--- config.mk ---
export PLATFORM = sky130hd
export DESIGN_NAME = maria_clock_ctrl_flat
export DESIGN_NICKNAME = d
export VERILOG_FILES = /design/src/rtl/maria_clock_ctrl_pkg.sv /design/src/rtl/maria_clock_ctrl_if.sv /design/src/rtl/maria_clock_ctrl_pclk_div.sv /design/src/rtl/maria_clock_ctrl.sv /design/src/flat_wrapper.sv
export SDC_FILE = /design/constraint.sdc
export NUM_CORES = 1
export LEC_CHECK = 0
export ABC_AREA = 0
export BUFFER_PORTS_ARGS = -buffer_cell sky130_fd_sc_hd__buf_4
export CAP_MARGIN = 20
export CORE_ASPECT_RATIO = 0.5
export CORE_MARGIN = 8
export CORE_UTILIZATION = 25
export CTS_CLUSTER_DIAMETER = 40
export DETAILED_ROUTE_END_ITERATION = 7
export GPL_TIMING_DRIVEN = 0
export PLACE_DENSITY_LB_ADDON = 0.1
export SKIP_CTS_REPAIR_TIMING = 1
export SYNTH_ARGS = -nofsm -noshare
export SYNTH_HDL_FRONTEND = slang
export SYNTH_SLANG_ARGS = --single-unit
--- constraint.sdc ---
create_clock -name clk_sys -period 1.95 [get_ports clk_sys]
set_input_delay 0.2925 -clock clk_sys [delete_from_list [all_inputs] [get_ports clk_sys]]
set_output_delay 0.2925 -clock clk_sys [all_outputs]
set_load 0.05 [all_outputs]
--- src/rtl/maria_clock_ctrl_pkg.sv ---
// Shared types and constants for the Maria clock/interrupt controller.
// Optional profiling counters are enabled by defining MARIA_PROFILE_EN.
package maria_clk_pkg;

    typedef enum logic {
        CLK_FAST = 1'b0,
        CLK_SLOW = 1'b1
    } clk_mode_t;

    localparam int unsigned DEF_FAST_HALF      = 2;
    localparam int unsigned DEF_SLOW_HALF      = 3;
    localparam int unsigned DEF_STRETCH_PERIOD = 110;
    localparam int unsigned DEF_NMI_WIDTH      = 2;
    localparam int unsigned DEF_CNT_W          = 13;
    localparam int unsigned DIV_W              = 8;

    typedef logic [DIV_W-1:0] div_t;

    // Reload value for the pclk divider; a mode change shortens the half by one mclk1.
    function automatic div_t half_reload(clk_mode_t   mode,
                                         logic        shortened,
                                         int unsigned fast_half = DEF_FAST_HALF,
                                         int unsigned slow_half = DEF_SLOW_HALF);
        int unsigned half;
        int unsigned step;
        half = (mode == CLK_SLOW) ? slow_half : fast_half;
        step = shortened ? 2 : 1;
        return (half > step) ? div_t'(half - step) : '0;
    endfunction

endpackage

--- src/rtl/maria_clock_ctrl_if.sv ---
// Control/strobe bundle between the Maria top level and the clock controller.
// The counter fields carry data only when MARIA_PROFILE_EN is defined.
interface maria_clock_ctrl_if #(
    parameter int unsigned CNT_W = 13
);
    logic             stretch_en;
    logic             sel_slow_clock;
    logic             halt_b;
    logic             halt_en;
    logic             drive_AB;
    logic             dli;
    logic             lrc;
    logic             deassert_ready;

    logic             mclk0;
    logic             mclk1;
    logic             tia_clk;
    logic             pclk0;
    logic             pclk1;
    logic             pclk_level;
    logic             pclk_edge;
    logic             int_b;
    logic             ready;
    logic [CNT_W-1:0] cpu_ticks;
    logic [CNT_W-1:0] halted_ticks;
    logic [CNT_W-1:0] driven_ticks;

    modport master (
        output stretch_en, sel_slow_clock, halt_b, halt_en, drive_AB, dli, lrc, deassert_ready,
        input  mclk0, mclk1, tia_clk, pclk0, pclk1, pclk_level, pclk_edge, int_b, ready,
               cpu_ticks, halted_ticks, driven_ticks
    );

    modport slave (
        input  stretch_en, sel_slow_clock, halt_b, halt_en, drive_AB, dli, lrc, deassert_ready,
        output mclk0, mclk1, tia_clk, pclk0, pclk1, pclk_level, pclk_edge, int_b, ready,
               cpu_ticks, halted_ticks, driven_ticks
    );

endinterface

--- src/rtl/maria_clock_ctrl_pclk_div.sv ---
// CPU phase-clock divider: counts mclk1 strobes per half-period, with a
// one-strobe shortening whenever the fast/slow select changes.
module maria_pclk_div
    import maria_clk_pkg::*;
#(
    parameter int unsigned FAST_HALF = DEF_FAST_HALF,
    parameter int unsigned SLOW_HALF = DEF_SLOW_HALF
) (
    input  logic clk_sys,
    input  logic reset,
    input  logic mclk1_i,
    input  logic sel_slow_clock_i,
    output logic pclk0_o,
    output logic pclk1_o,
    output logic pclk_level_o,
    output logic pclk_edge_o
);

    clk_mode_t mode;
    div_t      clock_div_q, clock_div_d;
    logic      level_q, level_d;
    logic      pclk0_q, pclk0_d;
    logic      pclk1_q, pclk1_d;
    logic      sel_prev_q, sel_prev_d;

    assign mode = sel_slow_clock_i ? CLK_SLOW : CLK_FAST;

    always_comb begin
        // NOTE: every _d gets a default first so no path leaves it unassigned (no latch).
        clock_div_d = clock_div_q;
        level_d     = level_q;
        pclk0_d     = 1'b0;
        pclk1_d     = 1'b0;
        sel_prev_d  = sel_prev_q;
        if (mclk1_i) begin
            sel_prev_d = sel_slow_clock_i;
            if (clock_div_q != '0) begin
                clock_div_d = clock_div_q - 1'b1;
            end else begin
                level_d     = ~level_q;
                pclk1_d     = level_q;
                pclk0_d     = ~level_q;
                clock_div_d = half_reload(mode, 1'b0, FAST_HALF, SLOW_HALF);
            end
            if (sel_slow_clock_i != sel_prev_q) begin
                clock_div_d = half_reload(mode, 1'b1, FAST_HALF, SLOW_HALF);
            end
        end
    end

    // NOTE: state registers use non-blocking assignment so all flops update together.
    always_ff @(posedge clk_sys) begin
        if (reset) begin
            clock_div_q <= '0;
            level_q     <= 1'b0;
            pclk0_q     <= 1'b0;
            pclk1_q     <= 1'b0;
            sel_prev_q  <= 1'b0;
        end else begin
            clock_div_q <= clock_div_d;
            level_q     <= level_d;
            pclk0_q     <= pclk0_d;
            pclk1_q     <= pclk1_d;
            sel_prev_q  <= sel_prev_d;
        end
    end

    assign pclk0_o      = pclk0_q;
    assign pclk1_o      = pclk1_q;
    assign pclk_level_o = level_q;
    assign pclk_edge_o  = (clock_div_q == div_t'(1)) && level_q;

endmodule

--- src/rtl/maria_clock_ctrl.sv ---
// Maria clock/interrupt controller: master phase, PAL stretch, pclk divider,
// DLI-to-NMI shaper and READY latch. Profiling counters need MARIA_PROFILE_EN.
module maria_clock_ctrl
    import maria_clk_pkg::*;
#(
    parameter int unsigned FAST_HALF      = DEF_FAST_HALF,
    parameter int unsigned SLOW_HALF      = DEF_SLOW_HALF,
    parameter int unsigned STRETCH_PERIOD = DEF_STRETCH_PERIOD,
    parameter int unsigned NMI_WIDTH      = DEF_NMI_WIDTH,
    parameter int unsigned CNT_W          = DEF_CNT_W
) (
    input  logic              clk_sys,
    input  logic              reset,
    maria_clock_ctrl_if.slave ctrl
);

    localparam int unsigned     STR_W       = (STRETCH_PERIOD > 2) ? $clog2(STRETCH_PERIOD) : 1;
    localparam logic [STR_W-1:0] STR_LAST   = STR_W'(STRETCH_PERIOD - 1);
    localparam int unsigned     NMI_W       = $clog2(NMI_WIDTH + 2);
    localparam logic [NMI_W-1:0] NMI_IDLE   = NMI_W'(NMI_WIDTH + 1);
    localparam logic [NMI_W-1:0] NMI_LOWMAX = NMI_W'(NMI_WIDTH);

    logic             toggle_q, toggle_d;
    logic             mclk0_q, mclk0_d;
    logic             mclk1_q, mclk1_d;
    logic             tia_q, tia_d;
    logic [STR_W-1:0] stretch_q, stretch_d;
    logic             gap;

    logic             dli_q;
    logic             dli_latch_q, dli_latch_d;
    logic [NMI_W-1:0] nmi_cnt_q, nmi_cnt_d;
    logic             int_b_q;
    logic             ready_q;

    logic             pclk0, pclk1, pclk_level, pclk_edge;

    // Phase generator; the last count of a stretch window emits no strobe and freezes the phase.
    always_comb begin
        gap       = ctrl.stretch_en && (stretch_q == STR_LAST);
        stretch_d = '0;
        if (ctrl.stretch_en && !gap) begin
            stretch_d = stretch_q + 1'b1;
        end
        toggle_d = toggle_q;
        mclk0_d  = 1'b0;
        mclk1_d  = 1'b0;
        if (!gap) begin
            toggle_d = ~toggle_q;
            mclk0_d  = toggle_q;
            mclk1_d  = ~toggle_q;
        end
        tia_d = tia_q;
        if (mclk1_q) begin
            tia_d = 1'b1;
        end else if (mclk0_q) begin
            tia_d = 1'b0;
        end
    end

    // A fresh DLI edge restarts the pulse; the count advances only on unhalted CPU cycles.
    always_comb begin
        dli_latch_d = dli_latch_q;
        nmi_cnt_d   = nmi_cnt_q;
        if (ctrl.dli && !dli_q) begin
            dli_latch_d = 1'b1;
            nmi_cnt_d   = '0;
        end else if (pclk1 && ctrl.halt_b && dli_latch_q) begin
            if (nmi_cnt_q != NMI_IDLE) begin
                nmi_cnt_d = nmi_cnt_q + 1'b1;
            end
            if (nmi_cnt_d == NMI_IDLE) begin
                dli_latch_d = 1'b0;
            end
        end
    end

    always_ff @(posedge clk_sys) begin
        if (reset) begin
            toggle_q    <= 1'b0;
            mclk0_q     <= 1'b0;
            mclk1_q     <= 1'b0;
            tia_q       <= 1'b0;
            stretch_q   <= '0;
            dli_q       <= 1'b0;
            dli_latch_q <= 1'b0;
            nmi_cnt_q   <= NMI_IDLE;
            int_b_q     <= 1'b1;
            ready_q     <= 1'b1;
        end else begin
            toggle_q    <= toggle_d;
            mclk0_q     <= mclk0_d;
            mclk1_q     <= mclk1_d;
            tia_q       <= tia_d;
            stretch_q   <= stretch_d;
            dli_q       <= ctrl.dli;
            dli_latch_q <= dli_latch_d;
            nmi_cnt_q   <= nmi_cnt_d;
            int_b_q     <= ~((nmi_cnt_d != '0) && (nmi_cnt_d <= NMI_LOWMAX));
            if (ctrl.deassert_ready) begin
                ready_q <= 1'b0;
            end else if (ctrl.lrc) begin
                ready_q <= 1'b1;
            end
        end
    end

    maria_pclk_div #(
        .FAST_HALF (FAST_HALF),
        .SLOW_HALF (SLOW_HALF)
    ) u_pclk_div (
        .clk_sys          (clk_sys),
        .reset            (reset),
        .mclk1_i          (mclk1_q),
        .sel_slow_clock_i (ctrl.sel_slow_clock),
        .pclk0_o          (pclk0),
        .pclk1_o          (pclk1),
        .pclk_level_o     (pclk_level),
        .pclk_edge_o      (pclk_edge)
    );

`ifdef MARIA_PROFILE_EN
    logic [CNT_W-1:0] cpu_ticks_q, halted_ticks_q, driven_ticks_q;

    // New line (lrc) clears the counters and takes priority over any increment.
    always_ff @(posedge clk_sys) begin
        if (reset || ctrl.lrc) begin
            cpu_ticks_q    <= '0;
            halted_ticks_q <= '0;
            driven_ticks_q <= '0;
        end else begin
            if (pclk0 && ctrl.halt_b)     cpu_ticks_q    <= cpu_ticks_q + 1'b1;
            if (mclk0_q && ctrl.halt_en)  halted_ticks_q <= halted_ticks_q + 1'b1;
            if (mclk0_q && ctrl.drive_AB) driven_ticks_q <= driven_ticks_q + 1'b1;
        end
    end

    assign ctrl.cpu_ticks    = cpu_ticks_q;
    assign ctrl.halted_ticks = halted_ticks_q;
    assign ctrl.driven_ticks = driven_ticks_q;
`else
    logic unused_profile;
    assign unused_profile    = ^{ctrl.halt_en, ctrl.drive_AB};
    assign ctrl.cpu_ticks    = '0;
    assign ctrl.halted_ticks = '0;
    assign ctrl.driven_ticks = '0;
`endif

    assign ctrl.mclk0      = mclk0_q;
    assign ctrl.mclk1      = mclk1_q;
    assign ctrl.tia_clk    = tia_q;
    assign ctrl.pclk0      = pclk0;
    assign ctrl.pclk1      = pclk1;
    assign ctrl.pclk_level = pclk_level;
    assign ctrl.pclk_edge  = pclk_edge;
    assign ctrl.int_b      = int_b_q;
    assign ctrl.ready      = ready_q;

endmodule

--- src/flat_wrapper.sv ---
// flat-port wrapper written by rule: the top's interface ports become plain ports
module maria_clock_ctrl_flat import maria_clk_pkg::*;
#(
    parameter int unsigned FAST_HALF      = DEF_FAST_HALF,
    parameter int unsigned SLOW_HALF      = DEF_SLOW_HALF,
    parameter int unsigned STRETCH_PERIOD = DEF_STRETCH_PERIOD,
    parameter int unsigned NMI_WIDTH      = DEF_NMI_WIDTH,
    parameter int unsigned CNT_W          = DEF_CNT_W
)
  (clk_sys, reset, ctrl_stretch_en, ctrl_sel_slow_clock, ctrl_halt_b, ctrl_halt_en, ctrl_drive_AB, ctrl_dli, ctrl_lrc, ctrl_deassert_ready, ctrl_mclk0, ctrl_mclk1, ctrl_tia_clk, ctrl_pclk0, ctrl_pclk1, ctrl_pclk_level, ctrl_pclk_edge, ctrl_int_b, ctrl_ready, ctrl_cpu_ticks, ctrl_halted_ticks, ctrl_driven_ticks);
  maria_clock_ctrl_if #(.CNT_W(CNT_W)) ctrl_i ();
  input  logic clk_sys;
  input  logic reset;
  input wire logic [$bits(ctrl_i.stretch_en)-1:0] ctrl_stretch_en;
  input wire logic [$bits(ctrl_i.sel_slow_clock)-1:0] ctrl_sel_slow_clock;
  input wire logic [$bits(ctrl_i.halt_b)-1:0] ctrl_halt_b;
  input wire logic [$bits(ctrl_i.halt_en)-1:0] ctrl_halt_en;
  input wire logic [$bits(ctrl_i.drive_AB)-1:0] ctrl_drive_AB;
  input wire logic [$bits(ctrl_i.dli)-1:0] ctrl_dli;
  input wire logic [$bits(ctrl_i.lrc)-1:0] ctrl_lrc;
  input wire logic [$bits(ctrl_i.deassert_ready)-1:0] ctrl_deassert_ready;
  output wire logic [$bits(ctrl_i.mclk0)-1:0] ctrl_mclk0;
  output wire logic [$bits(ctrl_i.mclk1)-1:0] ctrl_mclk1;
  output wire logic [$bits(ctrl_i.tia_clk)-1:0] ctrl_tia_clk;
  output wire logic [$bits(ctrl_i.pclk0)-1:0] ctrl_pclk0;
  output wire logic [$bits(ctrl_i.pclk1)-1:0] ctrl_pclk1;
  output wire logic [$bits(ctrl_i.pclk_level)-1:0] ctrl_pclk_level;
  output wire logic [$bits(ctrl_i.pclk_edge)-1:0] ctrl_pclk_edge;
  output wire logic [$bits(ctrl_i.int_b)-1:0] ctrl_int_b;
  output wire logic [$bits(ctrl_i.ready)-1:0] ctrl_ready;
  output wire logic [$bits(ctrl_i.cpu_ticks)-1:0] ctrl_cpu_ticks;
  output wire logic [$bits(ctrl_i.halted_ticks)-1:0] ctrl_halted_ticks;
  output wire logic [$bits(ctrl_i.driven_ticks)-1:0] ctrl_driven_ticks;
  assign ctrl_i.stretch_en = ctrl_stretch_en;
  assign ctrl_i.sel_slow_clock = ctrl_sel_slow_clock;
  assign ctrl_i.halt_b = ctrl_halt_b;
  assign ctrl_i.halt_en = ctrl_halt_en;
  assign ctrl_i.drive_AB = ctrl_drive_AB;
  assign ctrl_i.dli = ctrl_dli;
  assign ctrl_i.lrc = ctrl_lrc;
  assign ctrl_i.deassert_ready = ctrl_deassert_ready;
  assign ctrl_mclk0 = ctrl_i.mclk0;
  assign ctrl_mclk1 = ctrl_i.mclk1;
  assign ctrl_tia_clk = ctrl_i.tia_clk;
  assign ctrl_pclk0 = ctrl_i.pclk0;
  assign ctrl_pclk1 = ctrl_i.pclk1;
  assign ctrl_pclk_level = ctrl_i.pclk_level;
  assign ctrl_pclk_edge = ctrl_i.pclk_edge;
  assign ctrl_int_b = ctrl_i.int_b;
  assign ctrl_ready = ctrl_i.ready;
  assign ctrl_cpu_ticks = ctrl_i.cpu_ticks;
  assign ctrl_halted_ticks = ctrl_i.halted_ticks;
  assign ctrl_driven_ticks = ctrl_i.driven_ticks;
  maria_clock_ctrl #(.FAST_HALF(FAST_HALF), .SLOW_HALF(SLOW_HALF), .STRETCH_PERIOD(STRETCH_PERIOD), .NMI_WIDTH(NMI_WIDTH), .CNT_W(CNT_W)) u_core (.clk_sys(clk_sys), .reset(reset), .ctrl(ctrl_i));
endmodule
==> summary.md, run 1 <==
| Metric | Value |
|---|---|
| Status | `complete, no violations` |
| Placed cell area | `between 1500 and 2000 um^2` |
| Critical path buffers and inverters | `1` |
| Max_slew headroom | `around 56%` |
| Post-synthesis cell count | `170` |
| Critical path type | `flop to primary output` |
| Worst path depth | `3` |
| CP Capture Type | `primary output` |
| Vias post-DR | `1118` |
| Final WL | `roughly 2800 um` |
| Starting density of the core | `between 20 and 30%` |
| Synthesized cell area | `approximately 1500 um^2` |
| CP delay by family, top | `simple AND/OR/NAND/NOR gates` |
| Max-cap violations | `0` |
| Die Ht | `a little over 70 um` |
| Remaining Overflow, GRT | `0` |
| Crit path capture | `ctrl_pclk_edge` |
| Nets | `roughly 250` |
| Vias in the first global route | `between 1k and 1.5k` |
| CTS Sinks | `29` |
| Worst-Skew Late Latency | `0.26 ns` |
| Register area share after synthesis | `38.7%` |
| CTS tree | `done` |
| Arrival @ worst endpoint | `around 1.5 ns` |
| Most used DFF post-synth | `dfxtp_1` |
| Cell variety after synth | `31` |
| Placed wire-length estimate | `around 2200 um` |
| Vias per cell | `between 3 and 4` |
| CTS Buf Count | `5` |
| Post-synth EDFFs | `0` |
| Worst R2R Start | `u_core.u_pclk_div.clock_div_q[2]` |
| Final non-filler cell area | `roughly 2000 um^2` |
| Post-synthesis async set-or-reset flop share | `0%` |
| H-tree Lvls | `2` |
| Initial antenna violation count | `0` |
| Unrepaired setup endpoints after global routing | `false` |
| Wire length per cell | `9.09 um` |
| Number of DRC markers in iteration 0 | `21` |
| Max clock buf depth | `2` |
| Critical path origin | `u_core.u_pclk_div.clock_div_q[2]` |
| Setup total negative slack | `0 ns` |
| IO buf count | `16` |
| Reg2reg setup slack | `0.21 ns` |
| Core Footprint | `between 5000 and 6000 um^2` |
| Largest net degree at the start of global routing | `11` |
| Final setup viols | `0` |
| Max VDD drop | `about 0.0005 V` |
| Final max-slew violation count | `0` |
| Final period utilization | `a little over nine tenths` |
| First-pass GRT wire length | `between 4000 and 5000 um` |
| Hold WC Path Type | `input pin to flop` |
| Root Buffer | `clkbuf_16` |
| Worst Tran Pin Value | `between 0.6 and 0.7 ns` |
| Die area | `approximately 8900 um^2` |
| Data required time at the worst endpoint | `between 1.5 and 2 ns` |
| Share of cells above drive strength 1 | `roughly 28%` |
| Residual DRC | `0` |
| DRT Pass-1 Iters | `4` |
| Final hold violations | `0` |
| Hold WS | `roughly 0.22 ns` |
| Critical path's largest stage delay | `0.43 ns` |
| Boundary pin count | `58` |
| Pleak | `between 0.9 and 1 nW` |
| Critical-path top delay cell | `nor4_4` |
| Syn Area/Cell | `8.82 um^2` |
| Register-to-Register Path Depth | `4` |
| Crit path max fanout | `5` |
| Tmin final | `~1.8 ns` |
| Clock-pin slew on the worst setup and hold paths | `0.05 ns` |
| Die Wd | `roughly 130 um` |
| FF+latch count, synth | `29` |
| Total number of yosys warnings | `0` |
| ANT nets after route | `0` |
| Max Fclk | `between 0.5 and 0.6 GHz` |
| Cell Rows | `20` |
| GRT Util Overall | `6.41%` |
| Clock skew | `0.00286 ns` |
| Reg2Reg Capture Point | `u_core.u_pclk_div.clock_div_q[4]` |
| Routability Congestion | `approximately 0.7` |
| Power Density | `965 nW/um^2` |
| Layout area overhead | `33.1%` |
| # diodes | `0` |
| Worst Setup Start Kind | `flop` |
| Crit-path cells | `nor4_4 -> and4_2 -> buf_4` |
-- per-stage QoR --
step	instances	total power [mW]	worst slack [ns]	utilization (%)
4_1_cts	309	1.95	0.106	33.6
6_report	309	1.92	0.118	33.6
3_5_place_dp	301	1.24	0.202	31.3
2_1_floorplan	208	1.16	0.361	-
5_1_grt	309	2.04	0.0492	33.6
3_3_place_gp	301	1.24	0.158	31.3
-- cells in the final DEF (no fill, tap or decap) --
master	n
and3_1	2
nor3_1	5
buf_4	55
nor3b_1	1
and4_1	1
nand2_1	7
dfxtp_1	29
ha_1	4
nand3_1	5
clkbuf_16	5
a21o_1	1
and4_2	1
o21ai_0	4
a21o_2	1
clkbuf_1	5
inv_1	6
nor4_4	1
xnor2_1	5
xor2_1	10
a21oi_1	2
nand3_4	1
conb_1	39
or3_1	1
nor2b_1	4
o31ai_1	1
nor2_1	25
and2_1	1
mux2i_1	1
nand4_1	3
a31oi_1	4
a311oi_1	1
nor4b_1	1
-- power breakdown --
part	switching [mW]	total [mW]	internal, mW
registers	0.0520	0.698	0.646
logic	0.356	0.531	0.175
clock network	0.224	0.695	0.471
-- registers in the layout, indices dropped and copies added, names as in the netlist --
signal,cells
u_core.dli_latch_q,1
u_core.ctrl.mclk0,1
u_core.u_pclk_div.sel_prev_q,1
u_core.ctrl.ready,1
u_core.u_pclk_div.pclk0_o,1
u_core.ctrl.int_b,1
u_core.dli_q,1
u_core.u_pclk_div.pclk_level_o,1
u_core.ctrl.mclk1,1
u_core.nmi_cnt_q,2
u_core.u_pclk_div.pclk1_o,1
u_core.stretch_q,7
u_core.ctrl.tia_clk,1
u_core.u_pclk_div.clock_div_q,8
u_core.toggle_q,1
-- kinds of logic (layout without fill, tap and decap cells) --
kind of cell | after synthesis | in the layout | synth area share (%)
AND/OR/NAND/NOR | 59 | 59 | 20.9
other | 1 | 39 | 0.250
flip-flops | 29 | 29 | 38.7
multiplexers | 1 | 1 | 0.668
XOR/XNOR | 15 | 15 | 8.76
AO/OA/AOI/OAI | 14 | 14 | 5.84
adder cells (fa/ha/maj) | 4 | 4 | 3.34
buffers and inverters | 47 | 71 | 21.5
-- worst min path at each step --
stage / end / from / slack [ns] / depth (start not counted)
4_1_cts: u_core.ctrl.ready / ctrl_deassert_ready / 0.22 / 2
2_1_floorplan: u_core.dli_q / reset / 0.36 / 1
5_1_grt: u_core.dli_q / reset / 0.24 / 2
3_5_place_dp: u_core.ctrl.mclk1 / u_core.toggle_q / 0.46 / 1
3_3_place_gp: u_core.stretch_q[0] / u_core.stretch_q[0] / 0.45 / 1
6_report: u_core.ctrl.ready / ctrl_deassert_ready / 0.22 / 2
-- layout make-up --
type,instances,area [um^2]
tap,77,96.3
inverter,6,22.5
fill,637,3940
clock buffer,8,136
timing repair buffer,16,120
multi-input combinational,132,738
buffer,41,300
sequential,29,581
-- routing by layer --
metal,share of wire [%],GRT usage [%],vias up,routed length (um)
met5,0,0,-,0
met4,2.0,3.21,0,55
met3,11,3.82,5,312
met2,40,9.93,41,1130
met1,47,6.85,473,1310
li1,-,-,599,-
-- cell usage after synthesis, drive strengths merged (3+ instances only) --
library cell | number | share of area (%)
dfxtp | 29 | 39
inv | 6 | 1.5
nor2b | 4 | 1.7
ha | 4 | 3.3
nand4 | 3 | 1.3
a31oi | 4 | 1.7
o21ai | 4 | 1.3
nand2 | 7 | 1.8
xor2 | 10 | 5.8
buf | 39 | 20
nor2 | 25 | 6.3
xnor2 | 5 | 2.9
nor3 | 5 | 1.7
nand3 | 6 | 2.8
Power figures use the tool's default switching activity.
==> run 2, diff against run 1 <==
--- a/config.mk
+++ b/config.mk
@@ -14,6 +14,7 @@
 export CTS_CLUSTER_DIAMETER = 40
 export DETAILED_ROUTE_END_ITERATION = 7
 export GPL_TIMING_DRIVEN = 0
+export MAX_ROUTING_LAYER = met4
 export PLACE_DENSITY_LB_ADDON = 0.1
 export SKIP_CTS_REPAIR_TIMING = 1
 export SYNTH_ARGS = -nofsm -noshare
==> summary.md, run 2 (same netlist as run 1, synthesis figures left out) <==
| Metric | Value |
|---|---|
| Critical path buffers and inverters | `1 (unchanged)` |
| Setup total negative slack | `0 ns (unchanged)` |
| Sw Share | `32.8% (was 32.9%)` |
| Unrepaired setup endpoints after global routing | `false (unchanged)` |
| Most frequent cells in the layout | `buf_4 (55), conb_1 (39), dfxtp_1 (29) (unchanged)` |
| Setup ws final | `0.118 ns (about the same)` |
| CTS Sinks | `29 (unchanged)` |
| Die Ht | `70.8 um (unchanged)` |
| GRT Util Overall | `6.59% (was 6.41%)` |
| Vias post-DR | `1117 (was 1118)` |
| Max clock buf depth | `2 (unchanged)` |
| Arrival @ worst endpoint | `1.54 ns (about the same)` |
| Final max-slew violation count | `0 (unchanged)` |
| Core Footprint | `5930 um^2 (unchanged)` |
| Cell Rows | `20 (unchanged)` |
| CP Capture Type | `primary output (unchanged)` |
| CTS Buf Count | `5 (unchanged)` |
| Max VDD drop | `0.000513 V (was 0.000514 V)` |
| DRT Pass-1 Iters | `4 (unchanged)` |
| Clock skew | `0.00263 ns (was 0.00286 ns)` |
| Hold WC Path Type | `input pin to flop (unchanged)` |
| Max-cap violations | `0 (unchanged)` |
| Commonest non-fill, non-tap cell in the layout | `buf_4 (unchanged)` |
| Final hold violations | `0 (unchanged)` |
| Critical path's largest stage delay | `0.43 ns (about the same)` |
| Worst-Skew Late Latency | `0.26 ns (about the same)` |
| Number of DRC markers in iteration 0 | `23 (was 21)` |
| Crit path max fanout | `5 (unchanged)` |
| Critical-path top delay cell | `nor4_4 (unchanged)` |
| Largest Register | `u_core.u_pclk_div.clock_div_q (unchanged)` |
| Die area | `8880 um^2 (unchanged)` |
| IO buf count | `16 (unchanged)` |
| Dpl ws | `0.202 ns (unchanged)` |
| Worst Tran Pin Value | `0.647 ns (about the same)` |
| Final setup viols | `0 (unchanged)` |
| Register share of total power | `36.3% (about the same)` |
| H-tree Lvls | `2 (unchanged)` |
| ANT nets after route | `0 (unchanged)` |
| Initial antenna violation count | `0 (unchanged)` |
| Routability Congestion | `0.709 (was 0.701)` |
| CP delay by family, top | `simple AND/OR/NAND/NOR gates (unchanged)` |
| Starting density of the core | `25.3% (unchanged)` |
| Vias in the first global route | `1097 (was 1096)` |
| Power Density | `965 nW/um^2 (about the same)` |
| Final period utilization | `93.9% (about the same)` |
| Reg area | `581 um^2 (unchanged)` |
| Max_slew headroom | `56.3% (unchanged)` |
| Wire length per cell | `9.07 um (was 9.09 um)` |
| Final WL | `2800 um (was 2810 um)` |
| Status | `complete, no violations (unchanged)` |
| Nets | `245 (unchanged)` |
| Layout area overhead | `33.1% (unchanged)` |
| First-pass GRT wire length | `4710 um (was 4720 um)` |
| Clock-pin slew on the worst setup and hold paths | `0.05 ns (about the same)` |
| Critical path type | `flop to primary output (unchanged)` |
| Data required time at the worst endpoint | `1.66 ns (about the same)` |
| Worst Setup Start Kind | `flop (unchanged)` |
| FILL cells | `637 (unchanged)` |
| Placed wire-length estimate | `2240 um (unchanged)` |
| Clk network pwr share | `36.1% (about the same)` |
| CTS tree | `done (unchanged)` |
| # diodes | `0 (unchanged)` |
| Placed cell area | `1860 um^2 (unchanged)` |
| Vias per cell | `3.61 (was 3.62)` |
| Comb pwr share | `27.6% (about the same)` |
| Tmin final | `1.83 ns (about the same)` |
| Total power | `1.92 mW (about the same)` |
| Internal Pwr Total | `1.29 mW (about the same)` |
| Share of cells above drive strength 1 | `27.6% (unchanged)` |
| Max Fclk | `0.546 GHz (about the same)` |
| Boundary pin count | `58 (unchanged)` |
| Final non-filler cell area | `1990 um^2 (unchanged)` |
| Top flop regs | `u_core.u_pclk_div.clock_div_q: 8 flops, u_core.stretch_q: 7 flops, u_core.nmi_cnt_q: 2 flops (unchanged)` |
| Multi-input logic area | `738 um^2 (unchanged)` |
| Remaining Overflow, GRT | `0 (unchanged)` |
| Sw Pwr | `0.632 mW (about the same)` |
| Die Wd | `126 um (unchanged)` |
| Largest net degree at the start of global routing | `11 (unchanged)` |
| Pleak | `0.958 nW (unchanged)` |
| Root Buffer | `clkbuf_16 (unchanged)` |
| Crit-path cells | `nor4_4 -> and4_2 -> buf_4 (unchanged)` |
| Max reg flops | `8 (unchanged)` |
| Residual DRC | `0 (unchanged)` |
## run 2: final timing paths
check | start | cells past startpoint | slack [ns] | end
min | ctrl_deassert_ready | 2 | 0.22 | u_core.ctrl.ready
max reg2reg | u_core.u_pclk_div.clock_div_q[2] | 4 | 0.21 | u_core.u_pclk_div.clock_div_q[4]
max | u_core.u_pclk_div.clock_div_q[2] | 3 | 0.12 | ctrl_pclk_edge
min reg2reg | u_core.stretch_q[0] | 1 | 0.47 | u_core.stretch_q[0]
## run 2: power groups by stage
| stage | clock, mW | sequential [mW] | combinational (mW) |
|---|---|---|---|
| floorplan | 0 | 0.748 | 0.410 |
| global placement | 0 | 0.710 | 0.528 |
| detailed placement | 0 | 0.710 | 0.527 |
| CTS | 0.720 | 0.698 | 0.530 |
| global route | 0.758 | 0.705 | 0.576 |
| finish | 0.695 | 0.698 | 0.531 |
## run 2: cell type report
cell class | instances | area share, %
flip-flops and latches | 29 | 29.1
multi-input cells | 132 | 37.0
plain buffers | 41 | 15.1
well taps | 77 | 4.83
inverters | 6 | 1.13
clock buffers | 8 | 6.84
repair buffers | 16 | 6.02
## run 2: metrics by stage
step / hold slack, ns / utilization [%] / std cells
2_1_floorplan: 0.364 / - / 208
5_1_grt: 0.236 / 33.6 / 309
6_report: 0.222 / 33.6 / 309
3_3_place_gp: 0.446 / 31.3 / 301
3_5_place_dp: 0.456 / 31.3 / 301
4_1_cts: 0.223 / 33.6 / 309
## run 2: per-layer routing
metal  global-route usage (%)  share of wire (%)  vias to the layer above
met5                        -                  0                        -
met1                     7.15                 48                      471
li1                         -                  -                      599
met4                     3.21                1.9                        0
met2                     9.93                 40                       42
met3                     3.30                9.9                        5
